<file path="src/rtl/pc_gen.sv">
// Fetch-stage program-counter generator: prioritised next-PC selection, EPC and BOOT/RUN/HANDLER/HALT control.
// Optional macro PC_MISALIGN_TRAP_EN turns misaligned redirects into traps; otherwise targets are word-aligned.
module pc_gen #(
    parameter int                    DATA_WIDTH   = 32,
    parameter logic [DATA_WIDTH-1:0] RESET_VECTOR = 32'hBFC00000,
    parameter logic [DATA_WIDTH-1:0] TRAP_VECTOR  = 32'hBFC00380,
    parameter int                    INC          = 4
) (
    input  logic                  clk,
    input  logic                  rst,
    input  logic                  stall_i,
    input  logic                  PCsrc,
    input  logic [DATA_WIDTH-1:0] PCTargetE_i,
    input  logic                  trap_i,
    input  logic [DATA_WIDTH-1:0] trap_pc_i,
    input  logic                  eret_i,
    output logic [DATA_WIDTH-1:0] PC,
    output logic [DATA_WIDTH-1:0] PC_Plus4,
    output logic                  pc_valid_o,
    output logic [DATA_WIDTH-1:0] epc_o,
    output logic                  in_handler_o,
    output logic                  halted_o,
    output logic                  misalign_o
);

    typedef enum logic [1:0] {
        ST_BOOT    = 2'd0,
        ST_RUN     = 2'd1,
        ST_HANDLER = 2'd2,
        ST_HALT    = 2'd3
    } state_t;

    state_t                r_state, w_state_next;
    logic [DATA_WIDTH-1:0] r_pc, w_pc_next;
    logic [DATA_WIDTH-1:0] r_epc, w_epc_next;
    logic                  r_misalign, w_misalign_next;

    logic [DATA_WIDTH-1:0] w_pc_plus;
    logic [DATA_WIDTH-1:0] w_target;
    logic                  w_mis_trap;
    logic                  w_trap;

    assign w_pc_plus = r_pc + DATA_WIDTH'(INC);

`ifdef PC_MISALIGN_TRAP_EN
    // A misaligned taken redirect becomes a trap whose faulting PC is the bad target.
    assign w_mis_trap = PCsrc && (PCTargetE_i[1:0] != 2'b00);
    assign w_target   = PCTargetE_i;
`else
    assign w_mis_trap = 1'b0;
    assign w_target   = {PCTargetE_i[DATA_WIDTH-1:2], 2'b00};
`endif

    assign w_trap = trap_i || w_mis_trap;

    always_comb begin
        w_state_next    = r_state;
        w_pc_next       = r_pc;
        w_epc_next      = r_epc;
        w_misalign_next = 1'b0;
        case (r_state)
            ST_BOOT: begin
                w_state_next = ST_RUN;
            end
            ST_RUN, ST_HANDLER: begin
                if (w_trap) begin
                    w_pc_next       = TRAP_VECTOR;
                    w_misalign_next = !trap_i;
                    if (r_state == ST_RUN) begin
                        w_epc_next   = trap_i ? trap_pc_i : PCTargetE_i;
                        w_state_next = ST_HANDLER;
                    end else begin
                        w_state_next = ST_HALT;
                    end
                end else if (eret_i && (r_state == ST_HANDLER)) begin
                    w_pc_next    = r_epc;
                    w_state_next = ST_RUN;
                end else if (PCsrc) begin
                    w_pc_next = w_target;
                end else if (!stall_i) begin
                    w_pc_next = w_pc_plus;
                end
            end
            default: begin
                w_state_next = ST_HALT;
            end
        endcase
    end

    always_ff @(posedge clk) begin
        if (rst) begin
            r_state    <= ST_BOOT;
            r_pc       <= RESET_VECTOR;
            r_epc      <= '0;
            r_misalign <= 1'b0;
        end else begin
            r_state    <= w_state_next;
            r_pc       <= w_pc_next;
            r_epc      <= w_epc_next;
            r_misalign <= w_misalign_next;
        end
    end

    assign PC           = r_pc;
    assign PC_Plus4     = w_pc_plus;
    assign epc_o        = r_epc;
    assign misalign_o   = r_misalign;
    assign pc_valid_o   = (r_state == ST_RUN) || (r_state == ST_HANDLER);
    assign in_handler_o = (r_state == ST_HANDLER);
    assign halted_o     = (r_state == ST_HALT);

endmodule

</file>
<file path="config.mk">
export PLATFORM = sky130hd
export DESIGN_NAME = pc_gen
export DESIGN_NICKNAME = d
export VERILOG_FILES = /design/src/rtl/pc_gen.sv
export SDC_FILE = /design/constraint.sdc
export NUM_CORES = 1
export LEC_CHECK = 0
export CORE_ASPECT_RATIO = 1.4
export CORE_MARGIN = 4
export CORE_UTILIZATION = 55
export DETAILED_ROUTE_END_ITERATION = 16
export DONT_BUFFER_PORTS = 1
export PLACE_DENSITY = 0.84
export REMOVE_ABC_BUFFERS = 1
export SYNTH_ARGS = -nofsm -noshare
export SYNTH_HDL_FRONTEND = slang
export SYNTH_SLANG_ARGS = --single-unit
</file>
<file path="constraint.sdc">
create_clock -name clk -period 2.1 [get_ports clk]
set_clock_uncertainty 0.15 [all_clocks]
set_input_delay 0.315 -clock clk [delete_from_list [all_inputs] [get_ports clk]]
set_output_delay 0.315 -clock clk [all_outputs]
set_load 0.005 [all_outputs]
</file>
==> impl_metrics.ini, run 1 <==
[outcome]
violations = hold timing, setup timing
status = finished, violations left

[synth]
syn_area_per_cell_um2 = 7.60
synth_seq_cells = 67
synth_mux_area_share_pct = 2.79
synth_fa_ha_area_share_pct = 1.57
yosysWarnings = 0
synth_xor_area_share_pct = 6.33
synth_area_leaders = dfxtp_1 (34%), nand2_1 (9.1%), a21oi_1 (7.7%), xnor2_1 (4.4%), o21ai_0 (2.9%)
synthArstFlopShare_pct = 0
ys_types = 64
synth_top_area_cell = dfxtp_1
synth_edf_count = 0
synth_top_family_by_area = simple AND/OR/NAND/NOR gates
synth-simple-area-share_pct = 27.1
synth_compound_area_share_pct = 22.5
yosysTopAreaCellShare_pct = 33.6
synthesis.area_um2 = 3990
synth_ff_type = dfxtp_1
syn_inst = 525
seq_area_frac_synth_pct = 33.6

[worst_setup_path]
endpoint_kind = output pin
critical-path-top-delay-family = simple AND/OR/NAND/NOR gates
path_buf_inv = 2
critPathKind = reg -> out
path_cells = nand4_4 > buf_6 > nor4_4 > buf_4 > nand4_1 > xnor2_2
required_ps = 1630
crit_slowest_cell = dfxtp_2
cp-start-kind = register
cp_max_fo = 4
max_stage_delay_ps = 420
reg2reg_slack_ps = -370
cp.arrival_ps = 2070

[drt]
vias = 5274
routed-wl-met2_um = 9670
wl_um = 20300
m1WireLength_um = 6300
wl_per_cell_um = 27.3
drt_first_pass_iters = 6
drtAntennaViolNets = 0
routed.top_layer = met4
viasPerCell = 7.10
drc = 0
drtIter0Drc = 731
met3_length_um = 2470

[final_layout]
fin_nets = 717
postLayoutCellArea_um2 = 6250
fillCellCount = 296
layout_commonest_cell = nand2_1
drive_above_1_share_pct = 36.9
layoutNonFillerInstCount = 743
syn_to_final_growth_pct = 56.7
final_cell_mix = nand2_1 (92), buf_4 (76), a21oi_1 (56)

[floorplanning]
core_area_um2 = 7030
io_pins = 170
die_w_um = 80.0
die-area_um2 = 8700
start_util_pct = 56.8
rows = 36
die_y_um = 109

[cts]
worstSkewPairLatency_ps = 380
clk_pin_slew_ps = 100
cts_root_buffer = clkbuf_8
clockBufferDepth = 2
cts_sinks = 67
cts_max_level = 3
numCtsBuffers = 9
cts_tree = done

[pwr]
ir_drop_mv = 0.857
p_leak_nw = 2.58
p_clk_share_pct = 22.2
switching_power_mw = 2.62
power_frac_comb_pct = 50.2
seqPwrFrac_pct = 27.6
power_density_nw_per_um2 = 1030
p_int_mw = 3.84
swShare_pct = 40.6

[timing]
timing.final.ws_setup_ps = -435
final.min_clock_period_ps = 2530
finalCritPeriodShare_pct = 121
slew_headroom_pct = 63.3
setup_viol = 52
fin_setup_tns_ps = -8080
fmax_mhz = 395
hold_slack_ps = -16.9
rsz0062_at_grt = yes
drv_slew = 0
hold_viol = 1
tightest_slew_ps = 546

[global_route]
grtUsageTotal_pct = 36.1
grt_pass1_wl_um = 24200
antenna_found_initial = 2
grt-ovfl-total = 0
grt_pass1_vias = 4698
grt_max_degree = 53

[placed_design]
gp_congestion = 0.929
dpl.hpwl_um = 9780
portBuffers = 0
dp_cells = 649
placed_cell_area_um2 = 4500
place_ws_ps = -283

[flow_run]
cap_violations = 0

[worst_hold_path]
min_path_type = in -> reg
==> per-layer routing <==
layer	vias up	GRT usage (%)
li1	2104	-
met1	2432	38.2
met2	541	63.1
met3	197	10.3
met4	0	20.8
met5	-	0
==> state kept, by name, summed over array words and instances, names as in the netlist <==
| name | cells |
|---|---|
| PC | 32 |
| epc_o | 32 |
| misalign_o | 1 |
| r_state | 2 |
==> Yosys cell counts, drive strengths merged, types with 4 or more instances <==
| cell type | number |
|---|---|
| xor2 | 7 |
| a31oi | 5 |
| dfxtp | 67 |
| nor4 | 8 |
| o21ai | 25 |
| clkbuf | 28 |
| and3 | 7 |
| nand4 | 12 |
| buf | 11 |
| mux2i | 10 |
| o21a | 4 |
| o22ai | 4 |
| nand2 | 97 |
| and4 | 4 |
| o32ai | 5 |
| nor3 | 16 |
| nand3 | 18 |
| inv | 19 |
| a211oi | 9 |
| xnor2 | 21 |
| nand2b | 4 |
| a21oi | 61 |
| ha | 5 |
| a21boi | 4 |
| nor2 | 29 |
==> per-stage QoR <==
stage / hold slack (ps) / total power [mW] / util [%]
3_3_place_gp: 240 / 3.77 / 64.0
4_1_cts: 8.12 / 5.59 / 79.9
5_1_grt: 11.5 / 6.65 / 88.9
2_1_floorplan: 234 / 2.83 / -
3_5_place_dp: 242 / 3.85 / 64.0
6_report: -16.9 / 6.46 / 89.0
==> power groups by stage <==
stage	Sequential (mW)	Clock (mW)	Combinational (mW)
2_1_floorplan	1.75	0	1.08
3_3_place_gp	1.70	0	2.07
3_5_place_dp	1.71	0	2.14
5_1_grt	1.79	1.49	3.37
6_report	1.78	1.43	3.25
4_1_cts	1.72	1.39	2.48
==> area by class of cell <==
| type | count | area [µm²] | share of cell area, % |
|---|---|---|---|
| clock buffers | 12 | 165 | 2.64 |
| clock inverters | 4 | 95.1 | 1.52 |
| inverters | 19 | 73.8 | 1.18 |
| diodes | 1 | 2.50 | 0.0400 |
| flip-flops and latches | 67 | 1380 | 22.0 |
| well taps | 95 | 119 | 1.90 |
| repair buffers | 145 | 1370 | 21.9 |
| multi-input cells | 400 | 3050 | 48.8 |
==> final timing paths <==
path	from	to	cells after the start
min	PCTargetE_i[6]	PC[6]	2
max	PC[9]	PC_Plus4[22]	6
max reg2reg	PC[9]	PC[22]	10
min reg2reg	epc_o[16]	epc_o[16]	2
==> cells by family after synthesis <==
| logic type | count (synthesis) |
|---|---|
| AOI/OAI and AO/OA | 144 |
| xor gates and xnor gates | 28 |
| adders and majority gates | 5 |
| buffers and inverters | 58 |
| DFF | 67 |
| muxes | 11 |
| other | 1 |
| and+or+nand+nor | 211 |
==> repair_timing <==
item	CTS	global route
pin swaps	21	52
buffers inserted	22	18
cloned	0	2
hold buffers	37	0
hold endpoints to repair	52	0
resized for setup	75	103
endpoints found under the setup margin	50	51
==> worst register-to-register path: cells and delay by family (launching register included) <==
family / cells / cell delay (ps)
buffers and inverters: 5 / 790
AOI/OAI and AO/OA: 2 / 330
DFF: 1 / 420
and+or+nand+nor: 3 / 680
Note: power is estimated with default switching activity, not from simulation.
==> inputs of run 2 (changes only) <==
--- a/config.mk
+++ b/config.mk
@@ -15,3 +15,4 @@
 export SYNTH_ARGS = -nofsm -noshare
 export SYNTH_HDL_FRONTEND = slang
 export SYNTH_SLANG_ARGS = --single-unit
+export TNS_END_PERCENT = 5
==> run 2 against run 1 <==
Cell count fell by 4.7%. Power fell by 14%. Utilization fell by 11 points. Largest power group unchanged. Largest cell class unchanged. Fmax rose by 6.3%. The flow finishes with violations (setup timing). Global-route usage fell by 3.4 points.
==> impl_metrics.ini, run 2 (synthesis results as in run 1) <==
[pwr]
swShare_pct = 37.9
power_frac_comb_pct = 43.7
p_clk_share_pct = 25.2
seqPwrFrac_pct = 31.1
ir_drop_mv = 0.786
power_density_nw_per_um2 = 1010
switching_power_mw = 2.10
p_leak_nw = 2.19
p_int_mw = 3.43

[global_route]
grt_pass1_wl_um = 22200
antenna_found_initial = 0
grt-ovfl-total = 0
grt_max_degree = 53
grtUsageTotal_pct = 32.7
grt_pass1_vias = 4461

[drt]
wl_per_cell_um = 20.8
drtIter0Drc = 461
vias = 4488
drt_first_pass_iters = 8
viasPerCell = 6.34
drtAntennaViolNets = 0
wl_um = 14700
drc = 0

[cts]
cts_root_buffer = clkbuf_8
numCtsBuffers = 9
clk_pin_slew_ps = 80
cts_tree = done
clockBufferDepth = 2
cts_sinks = 67
cts_max_level = 3
worstSkewPairLatency_ps = 360

[floorplanning]
die_w_um = 80.0
start_util_pct = 56.8
die-area_um2 = 8700
core_area_um2 = 7030
rows = 36
die_y_um = 109
io_pins = 170

[worst_setup_path]
crit_slowest_cell = dfxtp_1
cp-start-kind = register
path_cells = nand4_1 > nor4_4 > nand4_1 > xnor2_2
max_stage_delay_ps = 440
required_ps = 1630
endpoint_kind = output pin
cp_common_cell = nand4_1
cp.arrival_ps = 1920
critPathKind = reg -> out
cp_max_fo = 5

[timing]
hold_viol = 0
fmax_mhz = 419
setup_viol = 37
rsz0062_at_grt = yes
timing.final.ws_setup_ps = -285
drv_slew = 0
finalCritPeriodShare_pct = 114
final.min_clock_period_ps = 2380

[placed_design]
dpl.hpwl_um = 9780
gp_congestion = 0.929
dp_cells = 649
portBuffers = 0

[final_layout]
layout_commonest_cell = nand2_1
diodes = 0
drive_above_1_share_pct = 24.8
syn_to_final_growth_pct = 36.8
layoutNonFillerInstCount = 708
final_util_pct = 77.7
final_cell_mix = nand2_1 (94), buf_4 (66), a21oi_1 (60)
fin_nets = 683

[outcome]
status = finished, violations left
violations = setup timing

[worst_hold_path]
min_path_type = in -> reg

[flow_run]
cap_violations = 0
-- run 2: cell types whose count changed in the layout (fill, tap and decap cells not counted), moves of 8 or more --
cell	change
buf_6	-20
buf_4	-10
dfxtp_1	+9
dfxtp_2	-8
o21ai_0	+8
-- run 2: area by class of cell --
cell class,instances,area (µm²)
well taps,95,119
clock buffers,12,165
multi-input cells,400,2650
inverters,19,71.3
flip-flops and latches,67,1360
fillers,470,1570
clock inverters,4,95.1
repair buffers,111,1000
-- run 2: critical path, delay by kind of cell (launching register included) --
kind	cells	cell delay, ps
AND/OR/NAND/NOR	3	910
XOR/XNOR	1	230
flip-flops	1	440
-- run 2: through the flow --
step           instance area, µm²  setup WS [ps]  power (mW)  hold WS [ps]  TNS (ps)
2_1_floorplan                3820           -375        2.83           234     -3720
6_report                     5460           -285        5.53          34.8     -5170
4_1_cts                      5360           -250        5.40          8.12     -4300
3_5_place_dp                 4500           -283        3.85           242     -4920
5_1_grt                      5460           -353        5.79          42.9     -7650
3_3_place_gp                 4500           -226        3.77           240     -2600
-- run 2: repair_timing --
action,4_1_cts,5_1_grt
hold buffers,37,0
setup buffers,5,1
setup endpoints to repair,50,48
resized for setup,44,23
pin swaps,8,12
cloned,0,0
endpoints found under the hold margin,52,0
-- run 2: routing by layer --
metal  up-vias  wire (µm)  GRT usage, %
met3        56       1470          9.59
met2       266       7650          56.5
met5         -          0             0
li1       2035          -             -
met1      2131       5050          35.9
met4         0        557          16.9
-- run 2: path summary, 6_finish.rpt --
check	end	slack, ps	cells past startpoint	from
setup / recovery	PC_Plus4[27]	-280	4	PC[20]
hold / removal	PC[6]	30	2	PCTargetE_i[6]
setup reg to reg	PC[28]	-240	8	r_state[1]
hold reg to reg	epc_o[16]	350	2	epc_o[16]
-- run 2: power by group through the flow --
stage                     logic [mW]  clock network [mW]  registers, mW
after floorplan                 1.08                   0           1.75
after global placement          2.07                   0           1.70
after detailed placement        2.14                   0           1.71
after CTS                       2.30                1.39           1.71
final                           2.42                1.40           1.72
after global routing            2.60                1.46           1.73
